[src/rtl/nanosoc_cpu_ahb_pkg.sv]
// Shared types for the CPU 0 AHB-Lite decoder: data-phase select codes,
// default-slave states, HTRANS encodings and the window-match helper.
package nanosoc_cpu_ahb_pkg;

  typedef enum logic [2:0] {
    DSEL_NONE = 3'd0,
    DSEL_BOOT = 3'd1,
    DSEL_IMEM = 3'd2,
    DSEL_DMEM = 3'd3,
    DSEL_DEF  = 3'd4,
    DSEL_EXP  = 3'd5
  } dsel_t;

  typedef enum logic [1:0] {
    DS_IDLE = 2'd0,
    DS_ERR1 = 2'd1,
    DS_ERR2 = 2'd2
  } ds_state_t;

  localparam logic [1:0] HTRANS_IDLE   = 2'b00;
  localparam logic [1:0] HTRANS_BUSY   = 2'b01;
  localparam logic [1:0] HTRANS_NONSEQ = 2'b10;
  localparam logic [1:0] HTRANS_SEQ    = 2'b11;

  // A window of 2^addr_w bytes matches when all address bits above the
  // window offset equal those of the base.
  function automatic logic region_hit(input logic [31:0] addr,
                                      input logic [31:0] base,
                                      input int          addr_w);
    return (addr >> addr_w) == (base >> addr_w);
  endfunction

endpackage

[src/rtl/nanosoc_ahb_default_slave.sv]
// Default slave for unmapped addresses: answers every accepted NONSEQ/SEQ
// with the two-cycle AHB ERROR response. IDLE/BUSY never reach it.
module nanosoc_ahb_default_slave
  import nanosoc_cpu_ahb_pkg::*;
(
  input  logic      clk,
  input  logic      rst,
  input  logic      hready,
  input  logic      trans_req,
  input  logic      unmapped,
  output logic      hreadyout,
  output logic      hresp,
  output ds_state_t state
);

  logic accept;

  assign accept = hready & trans_req & unmapped;

  // Error-response FSM; hreadyout/hresp are registered with the state.
  always_ff @(posedge clk) begin
    if (rst) begin
      state     <= DS_IDLE;
      hreadyout <= 1'b1;
      hresp     <= 1'b0;
    end else begin
      case (state)
        DS_IDLE: begin
          if (accept) begin
            state     <= DS_ERR1;
            hreadyout <= 1'b0;
            hresp     <= 1'b1;
          end
        end
        DS_ERR1: begin
          state     <= DS_ERR2;
          hreadyout <= 1'b1;
          hresp     <= 1'b1;
        end
        default: begin
          // Second error cycle; a new unmapped transfer accepted here
          // restarts the response directly.
          if (accept) begin
            state     <= DS_ERR1;
            hreadyout <= 1'b0;
            hresp     <= 1'b1;
          end else begin
            state     <= DS_IDLE;
            hreadyout <= 1'b1;
            hresp     <= 1'b0;
          end
        end
      endcase
    end
  end

endmodule

[src/rtl/nanosoc_cpu_ahb_decoder.sv]
// CPU 0 AHB-Lite decoder: address-phase HSEL decode, registered data-phase
// select, response mux and sticky capture of the first unmapped access.
// Optional expansion window enabled by NANOSOC_CPU_DECODE_EXP_EN; without
// it that window falls to the default slave.
module nanosoc_cpu_ahb_decoder
  import nanosoc_cpu_ahb_pkg::*;
#(
  parameter logic [31:0] BOOTROM_BASE    = 32'h1000_0000,
  parameter int          BOOTROM_ADDR_W  = 10,
  parameter logic [31:0] IMEM_BASE       = 32'h0000_0000,
  parameter int          IMEM_RAM_ADDR_W = 14,
  parameter logic [31:0] DMEM_BASE       = 32'h2000_0000,
  parameter int          DMEM_RAM_ADDR_W = 14
`ifdef NANOSOC_CPU_DECODE_EXP_EN
  ,
  parameter logic [31:0] EXP_BASE        = 32'h4000_0000,
  parameter int          EXP_ADDR_W      = 30
`endif
) (
  input  logic        HCLK,
  input  logic        HRESET,
  input  logic [31:0] HADDR,
  input  logic [1:0]  HTRANS,
  output logic        HREADY,
  output logic [31:0] HRDATA,
  output logic        HRESP,
  output logic        BOOTROM_HSEL,
  output logic        IMEM_HSEL,
  output logic        DMEM_HSEL,
  input  logic        BOOTROM_HREADYOUT,
  input  logic        IMEM_HREADYOUT,
  input  logic        DMEM_HREADYOUT,
  input  logic [31:0] BOOTROM_HRDATA,
  input  logic [31:0] IMEM_HRDATA,
  input  logic [31:0] DMEM_HRDATA,
  input  logic        BOOTROM_HRESP,
  input  logic        IMEM_HRESP,
  input  logic        DMEM_HRESP,
`ifdef NANOSOC_CPU_DECODE_EXP_EN
  output logic        EXP_HSEL,
  input  logic        EXP_HREADYOUT,
  input  logic [31:0] EXP_HRDATA,
  input  logic        EXP_HRESP,
`endif
  input  logic        ERR_CLR,
  output logic        ERR_VALID,
  output logic [31:0] ERR_ADDR
);

  logic      boot_hit, imem_hit, dmem_hit, unmapped, trans_req;
  logic      def_hreadyout, def_hresp, err_start;
  dsel_t     addr_region, dsel;
  ds_state_t def_state;

  assign boot_hit  = region_hit(HADDR, BOOTROM_BASE, BOOTROM_ADDR_W);
  assign imem_hit  = region_hit(HADDR, IMEM_BASE, IMEM_RAM_ADDR_W);
  assign dmem_hit  = region_hit(HADDR, DMEM_BASE, DMEM_RAM_ADDR_W);
  assign trans_req = (HTRANS == HTRANS_NONSEQ) | (HTRANS == HTRANS_SEQ);

  assign BOOTROM_HSEL = boot_hit;
  assign IMEM_HSEL    = imem_hit;
  assign DMEM_HSEL    = dmem_hit;

`ifdef NANOSOC_CPU_DECODE_EXP_EN
  logic exp_hit;
  assign exp_hit  = region_hit(HADDR, EXP_BASE, EXP_ADDR_W);
  assign EXP_HSEL = exp_hit;
  assign unmapped = ~(boot_hit | imem_hit | dmem_hit | exp_hit);
`else
  assign unmapped = ~(boot_hit | imem_hit | dmem_hit);
`endif

  // Address-phase decode into the select the data phase will use.
  always_comb begin
    addr_region = DSEL_NONE;
    if (boot_hit)       addr_region = DSEL_BOOT;
    else if (imem_hit)  addr_region = DSEL_IMEM;
    else if (dmem_hit)  addr_region = DSEL_DMEM;
`ifdef NANOSOC_CPU_DECODE_EXP_EN
    else if (exp_hit)   addr_region = DSEL_EXP;
`endif
    else if (trans_req) addr_region = DSEL_DEF;
  end

  // Data-phase select advances only when the current data phase completes.
  always_ff @(posedge HCLK) begin
    if (HRESET)      dsel <= DSEL_NONE;
    else if (HREADY) dsel <= addr_region;
  end

  // Route the selected slave's response back to the CPU.
  always_comb begin
    HREADY = 1'b1;
    HRESP  = 1'b0;
    HRDATA = 32'h0;
    case (dsel)
      DSEL_BOOT: begin
        HREADY = BOOTROM_HREADYOUT;
        HRESP  = BOOTROM_HRESP;
        HRDATA = BOOTROM_HRDATA;
      end
      DSEL_IMEM: begin
        HREADY = IMEM_HREADYOUT;
        HRESP  = IMEM_HRESP;
        HRDATA = IMEM_HRDATA;
      end
      DSEL_DMEM: begin
        HREADY = DMEM_HREADYOUT;
        HRESP  = DMEM_HRESP;
        HRDATA = DMEM_HRDATA;
      end
      DSEL_DEF: begin
        HREADY = def_hreadyout;
        HRESP  = def_hresp;
      end
`ifdef NANOSOC_CPU_DECODE_EXP_EN
      DSEL_EXP: begin
        HREADY = EXP_HREADYOUT;
        HRESP  = EXP_HRESP;
        HRDATA = EXP_HRDATA;
      end
`endif
      default: ;
    endcase
  end

  nanosoc_ahb_default_slave u_default_slave (
    .clk       (HCLK),
    .rst       (HRESET),
    .hready    (HREADY),
    .trans_req (trans_req),
    .unmapped  (unmapped),
    .hreadyout (def_hreadyout),
    .hresp     (def_hresp),
    .state     (def_state)
  );

  // Only a fresh error sequence (leaving IDLE) is a capture candidate.
  assign err_start = (def_state == DS_IDLE) & HREADY & trans_req & unmapped;

  // Sticky first-fault capture; a coincident new fault beats the clear.
  always_ff @(posedge HCLK) begin
    if (HRESET) begin
      ERR_VALID <= 1'b0;
      ERR_ADDR  <= 32'h0;
    end else if (err_start & (~ERR_VALID | ERR_CLR)) begin
      ERR_VALID <= 1'b1;
      ERR_ADDR  <= HADDR;
    end else if (ERR_CLR) begin
      ERR_VALID <= 1'b0;
    end
  end

endmodule
[config.mk]
export PLATFORM = sky130hd
export DESIGN_NAME = nanosoc_cpu_ahb_decoder
export DESIGN_NICKNAME = d
export VERILOG_FILES = /design/src/rtl/nanosoc_cpu_ahb_pkg.sv /design/src/rtl/nanosoc_ahb_default_slave.sv /design/src/rtl/nanosoc_cpu_ahb_decoder.sv
export SDC_FILE = /design/constraint.sdc
export NUM_CORES = 1
export LEC_CHECK = 0
export CAP_MARGIN = 0
export CORE_MARGIN = 2
export CORE_UTILIZATION = 34
export DETAILED_ROUTE_END_ITERATION = 12
export GPL_TIMING_DRIVEN = 0
export PLACE_DENSITY = 0.82
export REMOVE_ABC_BUFFERS = 1
export SLEW_MARGIN = 20
export SYNTH_ARGS = -nofsm -noshare
export SYNTH_HDL_FRONTEND = slang
export SYNTH_SLANG_ARGS = --single-unit
export TNS_END_PERCENT = 5
[constraint.sdc]
create_clock -name HCLK -period 2.85 [get_ports HCLK]
set_input_delay 0.7125 -clock HCLK [delete_from_list [all_inputs] [get_ports HCLK]]
set_output_delay 0.7125 -clock HCLK [all_outputs]
set_load 0.05 [all_outputs]
==> results.md <==
Power and ir drop:
- The design draws 1.68 mW.
- Internal power comes to 1.18 mW.
- In this run the power spent charging and discharging nets is 504 uW.
- In this run, flip-flops and latches consume 37.6% of the power.
- Across the VDD grid, the largest voltage drop is 0.404 mV.
- The logic gate share of total power is 34.6%.
- For this design the static power due to leakage is 1.89 nW.
- In this run the power density over the cells is ~330 nW/um^2.
- The share of total power consumed by net switching is 30.0%.
- Per report_power, the clock group accounts for about 28% of the total.

Timing:
- The final-layout worst hold slack is 0.474 ns.
- The final critical path takes up 102% of the cycle.
- The worst slew slack as a fraction of its limit is 63.9%.
- The number of max-slew violations in the final report is 0.
- The final count of hold timing violations came to 0.
- Derived from the worst setup path, the maximum achievable clock frequency is 0.344 GHz.
- Between clock sinks in the finished design, the worst skew comes to 0.0102 ns.
- The actual slew at the worst max-slew pin is 0.540 ns.
- The final setup violation count is 2.
- The shortest clock period the worst path allows after layout is slightly below 3 ns.
- The post-layout worst setup margin is -0.0579 ns.
- Setup repair after global routing could not meet its margin everywhere.

Finish:
- The most common cell after layout, fill and taps aside is clkdlybuf4s50_1.
- Once layout is complete, the utilization of the core stands at about two thirds.
- The number of antenna diodes is 0.
- The share of final-layout standard cells stronger than drive strength 1 is 21.4%.
- After the last flow step, the layout net total stands at 647.
- In the layout the commonest cells are clkdlybuf4s50_1, nand2b_1, dfxtp_1, nor2_1, mux2i_1.
- The layout overhead on the synthesized area is 87.1%.
- Across the whole layout, storage elements account for 812 sq um.
- The multi-input combinational cells in the finished layout cover a total of between 1500 and 2000 sq um.
- The finished layout cell area is 5050 sq um.
- Counting the fill cells in the layout gives between 600 and 700.

Routing:
- The initial DRC count is 65.
- After detailed routing, the number of vias per cell comes to 5.06.
- Wires add up to between 10 and 15 mm.
- The detailed router placed 3089 vias in this run.
- The routed wire length per instance is 16.9 microns.
- The remaining routing DRC violations is 0.
- The pre-antenna-repair detailed-routing pass consisted of 4 iterations.
- The detail route stage leaves a number of antenna-violating nets equal to 0.

Critical path:
- The worst register-to-register path begins at dsel[0].
- The reg-to-reg critical path endpoint is ERR_ADDR[12].
- The most critical setup path has its startpoint at HADDR[13].
- Data arrives at the worst endpoint at between 2 and 2.5 ns.
- Across all register-to-register paths, the minimum setup slack is 0.42 ns.
- The worst setup path is captured at an output pin.
- The required time at the worst-slack endpoint is 2.14 ns.
- The category of the worst setup path launch point is an input port.
- In this run the worst setup path terminates at BOOTROM_HSEL.
- The maximum fanout along the worst path is 2.
- The number of cells on the worst reg-to-reg path is 9.
- The critical path class is in -> out.

Outcome:
- The flow ran to the end, but the final reports show violations.
- The checks that failed: negative setup slack.

Floorplan:
- The horizontal die dimension is about 93 microns.
- Pin placement for this block handled 209 I/O pins.
- The area enclosed by the die boundary is 8670 sq um.
- The initialized floorplan defines 32 standard-cell rows.
- The die is 93.1 microns tall.
- The core region is about 7700 sq um.
- Once the floorplan was initialized, standard cells occupied between 30% and 40% of the core.

Clocking:
- The source-to-sink clock delay at the later pin of the worst-skew pair is 0.29 ns.
- No sink is reached through more buffers than the 2 on the longest clock path.
- The clock-pin transition on the worst setup and hold timing paths is 0.08 ns.
- The TritonCTS clock tree is built.
- In this run the number of H-tree levels came out at 2.
- The cell sitting at the root of the clock tree is a clkbuf_8.
- The CTS buffer count is 5.
- The clock net in this run drives a total of 40 sinks.

Hold path:
- The path class of the tightest hold or removal check is reg -> reg.

Synthesis:
- The average instance in the mapped netlist occupies 8.77 sq um.
- dfxtp_1 takes more of the synthesized area than any other cell.
- The total of warnings raised by yosys is 0.
- The post-synthesis instance area is 2700 sq um.
- Sequential elements use 29.7% of the synthesized area.
- Yosys mapped the design onto 29 distinct sky130hd cell types.
- The post-synthesis register bit count is 40.
- The area share of the largest cell type after synthesis is 29.7%.
- In the post-synthesis netlist, the biggest area contributors are dfxtp_1, nand2b_1, mux2_2.
- Synthesis produced a netlist whose cell count is 308.

Placement:
- Before CTS, the worst setup slack after placement is -0.930 ns.
- The standard cell area after detailed placement is 4860 sq um.
- The count of input and output buffers is 207.
- The HPWL after detailed placement is 7.80 mm.
- The congestion estimate from routability-driven global placement came to 0.798.

Global routing:
- The total global-route track usage is between 20% and 30%.
- The number of global-route vias before repair is about 3200.
- The first global-routing pass estimated between 15 and 20 mm of wire.
- The number of antenna violations at the first check in global routing was 0.
- The global route total overflow is 0.
- The pin count of the biggest net entering global routing is 64.

Flow run:
- The number of maximum-capacitance constraint violations is 0.
-- power by group through the flow --
| stage | clock, mW | combinational [mW] | sequential, mW |
|---|---|---|---|
| floorplan | 0 | 0.137 | 0.764 |
| global placement | 0 | 0.556 | 0.643 |
| detailed placement | 0 | 0.572 | 0.646 |
| CTS | 0.483 | 0.579 | 0.632 |
| global route | 0.509 | 0.614 | 0.637 |
| finish | 0.468 | 0.581 | 0.631 |
-- metrics by stage --
stage / cells / setup TNS [ns]
detailed placement: 596 / -23.24
finish: 611 / -0.0594
global route: 611 / -0.283
global placement: 590 / -136.78
floorplan: 281 / -59.12
CTS: 609 / -0.0749
-- flip-flops by register name, summed over array words and instances, names as in the netlist --
register and count:
dsel 3, ERR_VALID 1, u_default_slave.hresp 1, ERR_ADDR 32
u_default_slave.hreadyout 1, u_default_slave.state 2
-- worst min-delay path by stage --
stage | slack (ns) | endpoint | start | cells after the start
finish | 0.47 | ERR_ADDR[3] | ERR_ADDR[3] | 2
floorplan | 0.46 | u_default_slave.hreadyout | u_default_slave.hreadyout | 2
CTS | 0.48 | ERR_ADDR[31] | ERR_ADDR[31] | 2
global placement | 0.46 | ERR_ADDR[7] | ERR_ADDR[7] | 2
detailed placement | 0.46 | ERR_ADDR[27] | ERR_ADDR[27] | 2
global route | 0.49 | ERR_ADDR[31] | ERR_ADDR[31] | 2
-- worst max-delay path: stages --
cell             delay, ns
clkdlybuf4s50_1       0.42
or4_4                 0.57
nor2_4                0.12
nand2_2               0.08
nor2_4                0.14
buf_8                 0.15
-- synth_stat cells --
| master | count |
|---|---|
| nor3b_1 | 3 |
| o21bai_1 | 1 |
| buf_6 | 4 |
| a32o_2 | 1 |
| a21oi_1 | 4 |
| nand2b_1 | 67 |
| o21ai_0 | 2 |
| o21a_1 | 1 |
| clkbuf_1 | 21 |
| o221ai_2 | 1 |
| nor4b_4 | 1 |
| buf_4 | 1 |
| buf_1 | 1 |
| or4_1 | 2 |
| dfxtp_1 | 40 |
| nor2b_1 | 4 |
| nor2_1 | 38 |
| o22ai_1 | 1 |
| inv_1 | 2 |
| mux2i_1 | 34 |
| a22oi_1 | 32 |
| a311oi_2 | 1 |
| nand2_1 | 5 |
| nand4_1 | 1 |
| mux2_2 | 32 |
| nor4_1 | 4 |
| nor3_1 | 2 |
| and2_1 | 1 |
| a211o_1 | 1 |
-- kinds of logic after synthesis --
group                  count (synthesis)  share of synthesized area, %
and+or+nand+nor                      128                          26.5
AOI/OAI and AO/OA                     45                          12.7
muxes                                 66                          26.0
buffers and inverters                 29                          5.28
DFF                                   40                          29.7
-- area by class of cell --
class | instances | share of cell area [%]
well taps | 102 | 2.53
repair buffers | 219 | 42.5
clock buffers | 5 | 1.36
inverters | 2 | 0.149
flip-flops and latches | 40 | 16.1
clock inverters | 3 | 0.842
multi-input cells | 240 | 36.5
-- routing by layer --
metal / routed length [microns] / up-vias / part of all wire [%] / global-route usage, %
met5: 0 / - / 0 / 0
met4: 376 / 0 / 3.6 / 8.33
met3: 1200 / 23 / 12 / 9.02
met2: 4960 / 157 / 48 / 40.9
met1: 3810 / 1429 / 37 / 24.8
li1: - / 1480 / - / -
-- repair_timing --
item | 4_1_cts | 5_1_grt
cloned | 1 | 0
resized for setup | 167 | 14
endpoints found under the setup margin | 53 | 45
hold buffers | 0 | 0
setup buffers | 4 | 2
pin swaps | 3 | 6
Power figures use the tool's default switching activity.
